**config.mk**
```make
export PLATFORM = sky130hd
export DESIGN_NAME = bcd2bin_seq
export DESIGN_NICKNAME = d
export VERILOG_FILES = /design/src/rtl/bcd_pkg.sv /design/src/rtl/bcd_mac10.sv /design/src/rtl/bcd2bin_seq.sv
export SDC_FILE = /design/constraint.sdc
export NUM_CORES = 1
export LEC_CHECK = 0
export ABC_CLOCK_PERIOD_IN_PS = 3950
export CORE_ASPECT_RATIO = 0.5
export CORE_MARGIN = 10
export CORE_UTILIZATION = 45
export CTS_BUF_LIST = sky130_fd_sc_hd__clkbuf_4 sky130_fd_sc_hd__clkbuf_8
export DETAILED_ROUTE_END_ITERATION = 10
export PLACE_DENSITY = 0.69
export SLEW_MARGIN = 0
export SYNTH_ARGS = -nofsm -noshare
export SYNTH_HDL_FRONTEND = slang
export SYNTH_SLANG_ARGS = --single-unit
```
**constraint.sdc**
```tcl
create_clock -name clk -period 3.95 [get_ports clk]
set_input_delay 0.9875 -clock clk [delete_from_list [all_inputs] [get_ports clk]]
set_output_delay 0.9875 -clock clk [all_outputs]
set_load 0.02 [all_outputs]
```
**src/rtl/bcd_pkg.sv**
```systemverilog
// rtl/bcd_pkg.sv - shared BCD types, constants and helpers
//
// Purpose: common definitions for BCD arithmetic blocks.
//   BCD_DIGIT_W      width of one packed BCD digit
//   BCD_MAX_DIGIT    largest legal BCD digit value
//   bcd2bin_state_t  state encoding of the BCD-to-binary sequencer
//   bcd_digit_ok()   1 when a nibble is a legal BCD digit (0..9)
package bcd_pkg;

   localparam int BCD_DIGIT_W = 4;
   localparam logic [BCD_DIGIT_W-1:0] BCD_MAX_DIGIT = 4'd9;

   typedef enum logic [1:0] {
      IDLE = 2'd0,
      CONV = 2'd1,
      DONE = 2'd2
   } bcd2bin_state_t;

   function automatic logic bcd_digit_ok(input logic [BCD_DIGIT_W-1:0] nibble);
      return (nibble <= BCD_MAX_DIGIT);
   endfunction

endpackage

```
**src/rtl/bcd_mac10.sv**
```systemverilog
// rtl/bcd_mac10.sv - combinational acc*10 + digit step with saturation
//
// Purpose: one multiply-by-ten-and-add step of a BCD-to-binary conversion.
// Ports:
//   acc_in   running accumulator (OUT_W+4 bits, upper bits zero when clamped)
//   digit    next BCD digit; values above 9 are treated as 9
//   acc_out  next accumulator, clamped to 2^OUT_W-1
//   sat      the unclamped result exceeded 2^OUT_W-1
//   bad      digit was not a legal BCD digit
module bcd_mac10
   import bcd_pkg::*;
#(
   parameter int OUT_W = 16
) (
   input  logic [OUT_W+3:0]       acc_in,
   input  logic [BCD_DIGIT_W-1:0] digit,
   output logic [OUT_W+3:0]       acc_out,
   output logic                   sat,
   output logic                   bad
);

   localparam logic [OUT_W+3:0] ACC_MAX = {4'b0000, {OUT_W{1'b1}}};

   logic [BCD_DIGIT_W-1:0] digit_eff;
   logic [OUT_W+3:0]       sum;

   always_comb begin
      bad       = !bcd_digit_ok(digit);
      digit_eff = bad ? BCD_MAX_DIGIT : digit;
      // acc_in never exceeds ACC_MAX, so the sum always fits in OUT_W+4 bits.
      sum       = (acc_in << 3) + (acc_in << 1) + {{OUT_W{1'b0}}, digit_eff};
      sat       = (sum > ACC_MAX);
      acc_out   = sat ? ACC_MAX : sum;
   end

endmodule

```
**src/rtl/bcd2bin_seq.sv**
```systemverilog
// rtl/bcd2bin_seq.sv - sequential packed-BCD to binary converter
//
// Purpose: converts NDIGITS packed BCD digits to binary, one digit per clock,
// most-significant digit first, with a start/busy/done handshake.
// Optional build macro: BCD2BIN_LZ_SKIP_EN skips leading zero digits.
// Ports:
//   clk        system clock
//   rst_n      asynchronous active-low reset
//   start      conversion request, sampled only in IDLE
//   bcd_in     packed BCD operand, digit NDIGITS-1 in the MSBs
//   busy       conversion in flight (CONV or DONE)
//   done       one-cycle pulse when bin_out/ovf/bad_digit are updated
//   bin_out    binary result, saturated to all ones on overflow
//   ovf        result exceeded 2^OUT_W-1
//   bad_digit  an input nibble was greater than 9
module bcd2bin_seq
   import bcd_pkg::*;
#(
   parameter int NDIGITS = 5,
   parameter int OUT_W   = 16
) (
   input  logic                           clk,
   input  logic                           rst_n,
   input  logic                           start,
   input  logic [BCD_DIGIT_W*NDIGITS-1:0] bcd_in,
   output logic                           busy,
   output logic                           done,
   output logic [OUT_W-1:0]               bin_out,
   output logic                           ovf,
   output logic                           bad_digit
);

   localparam int IDX_W = (NDIGITS > 1) ? $clog2(NDIGITS) : 1;
   localparam int BCD_W = BCD_DIGIT_W * NDIGITS;

   bcd2bin_state_t state_q, state_d;
   logic [BCD_W-1:0]       bcd_q, bcd_d;
   logic [OUT_W+3:0]       acc_q, acc_d;
   logic [IDX_W-1:0]       idx_q, idx_d;
   logic                   ovf_flag_q, ovf_flag_d;
   logic                   bad_flag_q, bad_flag_d;
   logic [OUT_W-1:0]       bin_out_q, bin_out_d;
   logic                   ovf_q, ovf_d;
   logic                   bad_digit_q, bad_digit_d;
   logic                   done_q, done_d;

   logic [BCD_DIGIT_W-1:0] cur_digit;
   logic [OUT_W+3:0]       mac_acc;
   logic                   mac_sat;
   logic                   mac_bad;
   logic [IDX_W-1:0]       idx_start;

   // Digit currently being consumed, selected from the latched operand.
   always_comb begin
      cur_digit = '0;
      for (int i = 0; i < NDIGITS; i++) begin
         if (idx_q == IDX_W'(i)) begin
            cur_digit = bcd_q[BCD_DIGIT_W*i +: BCD_DIGIT_W];
         end
      end
   end

   bcd_mac10 #(
      .OUT_W (OUT_W)
   ) u_mac10 (
      .acc_in  (acc_q),
      .digit   (cur_digit),
      .acc_out (mac_acc),
      .sat     (mac_sat),
      .bad     (mac_bad)
   );

`ifdef BCD2BIN_LZ_SKIP_EN
   // Leading zero digits contribute nothing to acc*10+d starting from 0, so
   // the first digit processed can be the first non-zero one. At least one
   // step always runs so an all-zero operand still takes the CONV path.
   int   lz_cnt;
   logic lz_found;

   always_comb begin
      lz_cnt   = 0;
      lz_found = 1'b0;
      for (int i = NDIGITS - 1; i >= 0; i--) begin
         if (!lz_found && (bcd_in[BCD_DIGIT_W*i +: BCD_DIGIT_W] == '0)) begin
            lz_cnt = lz_cnt + 1;
         end else begin
            lz_found = 1'b1;
         end
      end
      if (lz_cnt >= NDIGITS) begin
         idx_start = '0;
      end else begin
         idx_start = IDX_W'(NDIGITS - 1 - lz_cnt);
      end
   end
`else
   assign idx_start = IDX_W'(NDIGITS - 1);
`endif

   always_comb begin
      state_d     = state_q;
      bcd_d       = bcd_q;
      acc_d       = acc_q;
      idx_d       = idx_q;
      ovf_flag_d  = ovf_flag_q;
      bad_flag_d  = bad_flag_q;
      bin_out_d   = bin_out_q;
      ovf_d       = ovf_q;
      bad_digit_d = bad_digit_q;
      done_d      = 1'b0;

      case (state_q)
         IDLE: begin
            if (start) begin
               bcd_d      = bcd_in;
               acc_d      = '0;
               idx_d      = idx_start;
               ovf_flag_d = 1'b0;
               bad_flag_d = 1'b0;
               state_d    = CONV;
            end
         end
         CONV: begin
            acc_d      = mac_acc;
            ovf_flag_d = ovf_flag_q | mac_sat;
            bad_flag_d = bad_flag_q | mac_bad;
            if (idx_q == '0) begin
               state_d = DONE;
            end else begin
               idx_d = idx_q - IDX_W'(1);
            end
         end
         DONE: begin
            // Results are published on the edge leaving DONE, together with
            // the done pulse, so done and the new outputs appear together.
            bin_out_d   = acc_q[OUT_W-1:0];
            ovf_d       = ovf_flag_q;
            bad_digit_d = bad_flag_q;
            done_d      = 1'b1;
            state_d     = IDLE;
         end
         default: begin
            state_d = IDLE;
         end
      endcase
   end

   always_ff @(posedge clk or negedge rst_n) begin
      if (!rst_n) begin
         state_q     <= IDLE;
         bcd_q       <= '0;
         acc_q       <= '0;
         idx_q       <= '0;
         ovf_flag_q  <= 1'b0;
         bad_flag_q  <= 1'b0;
         bin_out_q   <= '0;
         ovf_q       <= 1'b0;
         bad_digit_q <= 1'b0;
         done_q      <= 1'b0;
      end else begin
         state_q     <= state_d;
         bcd_q       <= bcd_d;
         acc_q       <= acc_d;
         idx_q       <= idx_d;
         ovf_flag_q  <= ovf_flag_d;
         bad_flag_q  <= bad_flag_d;
         bin_out_q   <= bin_out_d;
         ovf_q       <= ovf_d;
         bad_digit_q <= bad_digit_d;
         done_q      <= done_d;
      end
   end

   assign busy      = (state_q != IDLE);
   assign done      = done_q;
   assign bin_out   = bin_out_q;
   assign ovf       = ovf_q;
   assign bad_digit = bad_digit_q;

endmodule
```
## Word level (Yosys, flattened, before mapping)

Index checks and enable logic that the tools add are counted.

- Word-level logic and storage cells: 54
- Register bits: 65
- Bits of input ports: 23

- Bitwise logic cells: 2
- Reductions and logical operators: 9
- $add $sub $neg: 3
- Eq/ne operators: 9
- Order comparisons: 2
- Mux-type cells: 19

Operators by type and width:

| cell | number |
|---|---|
| 2-to-1 mux 19 bit | 2 |
| one-hot mux 19 bit (2 select lines) | 1 |
| 2-to-1 mux 4 bit | 6 |
| adder 20 bit | 1 |
| adder 20 x 4 -> 20 bit | 1 |
| greater-than comparator 20 x 16 -> 1 bit (second input constant) | 1 |
| == test 3 x 2 -> 1 bit (second input constant) | 2 |
| 2-to-1 mux 3 bit | 2 |
| inequality test 2 bit (second input constant) | 3 |
| one-hot mux 3 bit (2 select lines) | 1 |
| AND reduction 2 bit | 3 |
| <= comparator 4 bit (second input constant) | 1 |
| 2-to-1 mux 2 bit | 2 |
| one-hot mux 1 bit (2 select lines) | 2 |
| one-hot mux 2 bit (2 select lines) | 1 |
| nonzero test 2 bit | 2 |
| == test 3 x 1 -> 1 bit (second input constant) | 1 |
| == test 3 bit (second input constant) | 1 |
| zero test 3 bit | 1 |
| AND reduction 3 bit | 1 |
| subtractor 3 x 1 -> 3 bit (second input constant) | 1 |
| == test 2 x 1 -> 1 bit (second input constant) | 1 |
| == test 2 bit (second input constant) | 1 |
| zero test 2 bit | 1 |
| other kinds (3) | 5 |

## Logic depth before layout (Yosys ltp)

- Depth in word-level cells: 12
- Mapped depth: 24
- Mapped depth without buffers: 22

## Modules after synthesis

From an unflattened synthesis, not the netlist that was laid out.

- Cells, all modules: 408
- Area, all modules: 4,205.3 µm²

Modules (own cells, without submodules):

| module | cells an instance | area an instance (µm²) | times used | seq. area each (µm²) |
|---|---|---|---|---|
| bcd2bin_seq | 226 | 2,822.7 | 1 | 1,651.6 |
| bcd_mac10 | 182 | 1,382.6 | 1 | 0.0 |

## Worst setup path before layout

No wires, ideal clock.

- Kind: register to register
- From: register idx_q[0]
- To: register acc_q[5]
- Path slack: -0.201 ns
- Cell stages (with the launch flop): 24
- Data required time: 3.829 ns
- Setup time: 0.121 ns
- Arrival time: 4.030 ns
- Path buffers: 2
- Path through: dfrtp_1 > inv_1 > ha_1 > clkbuf_1 > nand3b_1 > a21oi_1 > a21oi_1 > nor2_1 > a21oi_1 > o21ai_0 > inv_1 > o21a_1 > ha_1 > ha_1 > inv_1 > fa_1 > nand2b_1 > a21oi_1 > o21ai_2 > o311ai_0 > o211ai_1 > o31ai_4 > buf_6 > nand2_1

- Longest elaborated chain between the ends: 12
- Elaborated cells between the ends (all ways): 16
- Those cells by class: 1 x add/sub; 2 x order compare; 4 x eq/ne; 8 x mux; 1 x reduce/logical

RTL lines:

| item | line | text |
|---|---|---|
| start: declaration | bcd2bin_seq.sv:39 | `logic [IDX_W-1:0] idx_q, idx_d;` |
| start signal: assignment | bcd2bin_seq.sv:164 | `idx_q <= idx_d;` |
| zero test 3 bit | bcd2bin_seq.sv:57 | `if (idx_q == IDX_W'(i)) begin` |
| 2-to-1 mux 4 bit (4 in a row) | bcd2bin_seq.sv:57 |  |
| 2-to-1 mux 4 bit * | bcd2bin_seq.sv:57 |  |
| <= comparator 4 bit | bcd_pkg.sv:20 | `return (nibble <= BCD_MAX_DIGIT);` |
| 2-to-1 mux 4 bit * | bcd_mac10.sv:29 | `digit_eff = bad ? BCD_MAX_DIGIT : digit;` |
| adder 20 x 4 -> 20 bit * | bcd_mac10.sv:31 | `sum = (acc_in << 3) + (acc_in << 1) + {{OUT_W{1'b0}}, digit_eff};` |
| greater-than comparator 20 x 16 -> 1 bit | bcd_mac10.sv:32 | `sat = (sum > ACC_MAX);` |
| 2-to-1 mux 19 bit * | bcd_mac10.sv:33 | `acc_out = sat ? ACC_MAX : sum;` |
| one-hot mux 19 bit (2 select lines) * | bcd2bin_seq.sv:112 | `case (state_q)` |
| end signal: assignment | bcd2bin_seq.sv:152 | `acc_q <= '0;` |
| end signal: assignment | bcd2bin_seq.sv:163 | `acc_q <= acc_d;` |
| end: declaration | bcd2bin_seq.sv:38 | `logic [OUT_W+3:0] acc_q, acc_d;` |

Mark *: on every way between the ends. The rest lies on a longest branch, timed or not.
A chain may end at the register's enable or synchronous reset.

## Worst setup path in the final report

- From: register idx_q[0]
- To: register acc_q[13]

Same word-level chain as after synthesis.

==> metrics.md <==
| Metric | Value |
|---|---|
| Status | finished with violations |
| Failing checks | negative setup slack |
| Avg Cell Area, Syn | around 9.6 sq um |
| Max Clk Rate | around 0.24 GHz |
| Largest area contributor in the netlist | dfrtp_1 |
| Global-route wire length before repair | ~14 mm |
| Total area of sequential cells | about 1600 sq um |
| Die Ht | around 85 um |
| Post-layout min period | roughly 4 ns |
| Worst Setup SP | idx_q[0]$_DFFE_PN0P_ |
| Fraction of layout cells with a size suffix above 1 | around 20% |
| Syn-to-layout area delta | 27.5% |
| Hold path start | bad_flag_q$_DFFE_PN0P_ |
| Gpl congestion | 0.859 |
| # DRC | 0 |
| Mapped cell area | approximately 3800 sq um |
| Final instance count without filler cells | 578 |
| # rows | 23 |
| Largest net degree at the start of global routing | 35 |
| Warnings from Yosys | 0 |
| WL per Instance | approximately 15 um |
| TritonCTS clock tree | yes |
| Synth Register Bits | 65 |
| TritonRoute pass-1 iters | 5 |
| Cells after Synth | between 300 and 400 |
| Vias/cell | about 5.2 |
| Initial antenna violation count | 0 |
| Fin crit share | 104% |
| Routed wire length | 8.50 mm |
| Critical-path cell list | ha_4 -> buf_4 -> buf_4 -> nand3b_1 -> a21oi_1 -> a21oi_1 -> nor2_1 -> a21oi_1 -> o21ai_0 -> nor2b_1 -> ha_1 -> ha_1 -> inv_1 -> fa_2 -> nand2b_4 -> a21oi_4 -> o21ai_4 -> o311ai_2 -> o211ai_1 -> o31ai_4 -> clkbuf_16 -> nand2_2 |
| Fillers | 695 |
| Crit path max fanout | 6 |
| Post-synthesis sequential area ratio | between 40% and 50% |
| # diodes | 0 |
| Vias in the first global route | 2985 |
| Sinks on the clock net | 65 |
| Critical Path AT | approximately 4.3 ns |
| Fin. Hold Viols | 0 |
| Max_slew headroom | approximately two fifths |
| Critical Path RT | around 4.2 ns |
| # port buffers | 42 |
| Dpl cells | 556 |
| PnR worst setup slack | -0.150 ns |
| Total I/O pin count | 43 |
| Clock Skew | between 0.006 and 0.007 ns |
| Most numerous cell on the critical path | a21oi_1 |
| Unrepaired setup endpoints after global routing | true |
| Die ar. | between 10000 and 15000 sq um |
| Antenna-violating nets left | 0 |
| Starting DRT DRC Count | roughly 210 |
| Final layout net count | about 530 |
| Syn_nets | approximately 460 |
| CTS Hold Bufs | 0 |
| Setup violators final | 17 |
| Core ar. | between 8000 and 9000 sq um |
| Top cell type's share of synthesized area | between 40% and 50% |
| Vias | about 3k |
| GR Overflow Total | 0 |
| Slew @ Worst Pin | a little over 0.9 ns |
| Final HPWL DP | a little over 6 mm |
| Slowest stage delay, CP | 0.43 ns |
| CTS Buf Count | 9 |
| Crit Path Class | reg2reg |
| Clk buf depth | 2 |
| Crit path capture type | flip-flop |
| Hold WC Path Type | reg2reg |
| Worst skew pair latency | around 0.34 ns |
| Initial Utilization | a little under half |
| H-tree levels | 3 |
| Synth top area cells | dfrtp_1 (43%), ha_1 (13%), nand2_1 (9.7%), mux2_2 (5.3%), a21oi_1 (4.3%) |
| Root Driver | clkbuf_8 |
| Max Slew Vio Count | 0 |
| Worst setup SP type | flip-flop |
| Global-route total usage across every layer | 13.5% |
| Worst r2r src | idx_q[0]$_DFFE_PN0P_ |
| MaxCap Viol Count | 0 |
| Clock slew at reported path FFs | around 0.070 ns |
| DIE WIDTH | 150 um |
| Multi-input gate area | approximately 2200 sq um |
| Critical Path Slowest Stage Cell | dfrtp_1 |
| Synth unique cells | between 40 and 50 |
## critical path, delay by kind of cell (launching register included)
kind | cells | cell delay (ns)
compound gates | 9 | 1.55
fa+ha+maj | 4 | 0.86
buf+inv | 4 | 0.54
flops | 1 | 0.43
simple gates | 5 | 0.62
## synth_stat cells, drive strengths merged
cell      n
nand2    99
dfrtp    65
ha       39
a21oi    33
mux2     19
o21ai    14
nor2     13
clkbuf   11
inv      10
a22oi     7
xnor2     7
xor2      7
a31oi     6
nand2b    6
a21o      5
and2      5
and3      5
nand3     5
buf       4
nand3b    4
nor2b     4
nor3      4
o211ai    4
o21a      3
o311ai    3
a211oi    2
a221oi    2
fa        2
nand4     2
a2111oi   1
a21boi    1
a32oi     1
and2b     1
o21bai    1
o22ai     1
o31ai     1
or3       1
## area by class of cell
| type | count | area share, % |
|---|---|---|
| Inverter | 10 | 0.772 |
| Sequential cell | 65 | 33.4 |
| Clock inverter | 2 | 0.257 |
| Multi-Input combinational cell | 308 | 45.9 |
| Timing Repair Buffer | 67 | 13.2 |
| Tap cell | 112 | 2.88 |
| Clock buffer | 14 | 3.58 |
## path summary, 6_finish.rpt
check	slack, ns	depth (start not counted)	to
worst min register to register	0.48	2	bad_flag_q$_DFFE_PN0P_
worst min-delay path	0.48	2	bad_flag_q$_DFFE_PN0P_
worst max register to register	-0.15	22	acc_q[13]$_DFFE_PN0P_
min in group asynchronous	0.70	1	bcd_q[7]$_DFFE_PN0P_
max in group asynchronous	2.38	2	bin_out[12]$_DFFE_PN0P_
worst max-delay path	-0.15	22	acc_q[13]$_DFFE_PN0P_
## registers in the layout (all words and copies together), names as in the netlist
name,flops
acc_q,19
bad_digit,1
bad_flag_q,1
bcd_q,20
bin_out,16
done,1
idx_q,3
ovf,1
ovf_flag_q,1
state_q,2
## placed cells by master (no fill, tap or decap), types with 7 or more instances in the layout
master and n:
nand2_1 93, dfrtp_1 65, clkdlybuf4s50_1 41, ha_1 35, a21oi_1 30, buf_4 21
mux2_2 18, nor2_1 13, o21ai_0 11, clkbuf_8 11, xor2_1 7, a22oi_1 7
## repair_timing
| action | CTS | global route |
|---|---|---|
| buffers inserted | 4 | 2 |
| gates cloned | 0 | 1 |
| endpoints found under the setup margin | 17 | 17 |
| gates resized for setup | 15 | 20 |
| pin swaps | 8 | 20 |
## through the flow
stage	hold slack, ns	utilization [%]	setup slack [ns]	setup TNS [ns]	cell area [sq um]
floorplan	0.438	-	0.00320	0	3820
global placement	0.461	55.0	-0.150	-1.80	4460
detailed placement	0.466	55.0	-0.190	-2.58	4460
CTS	0.480	58.4	-0.0915	-0.727	4740
global route	0.505	59.9	-0.401	-6.12	4860
finish	0.477	59.9	-0.150	-2.14	4860
## metal layers
layer,part of all wire [%],vias up,routed length [um],global-route usage (%)
met5,0,-,0,0
met1,47,1430,4040,16.6
met4,0.69,0,59,4.74
met2,48,58,4090,22.4
li1,-,1514,-,-
met3,3.7,5,318,3.76
## cell families after synthesis
group                      Yosys count  share of synthesized area (%)
muxes                               19                           5.71
DFF                                 65                           42.6
buffers and inverters               25                           2.72
and+or+nand+nor                    149                           17.6
AOI/OAI and AO/OA                   85                           14.3
xor gates and xnor gates            14                           3.21
adders and majority gates           41                           13.8
Power is not shown: default switching activity piles up to over one toggle a cycle in this logic, so the estimate is an artifact.
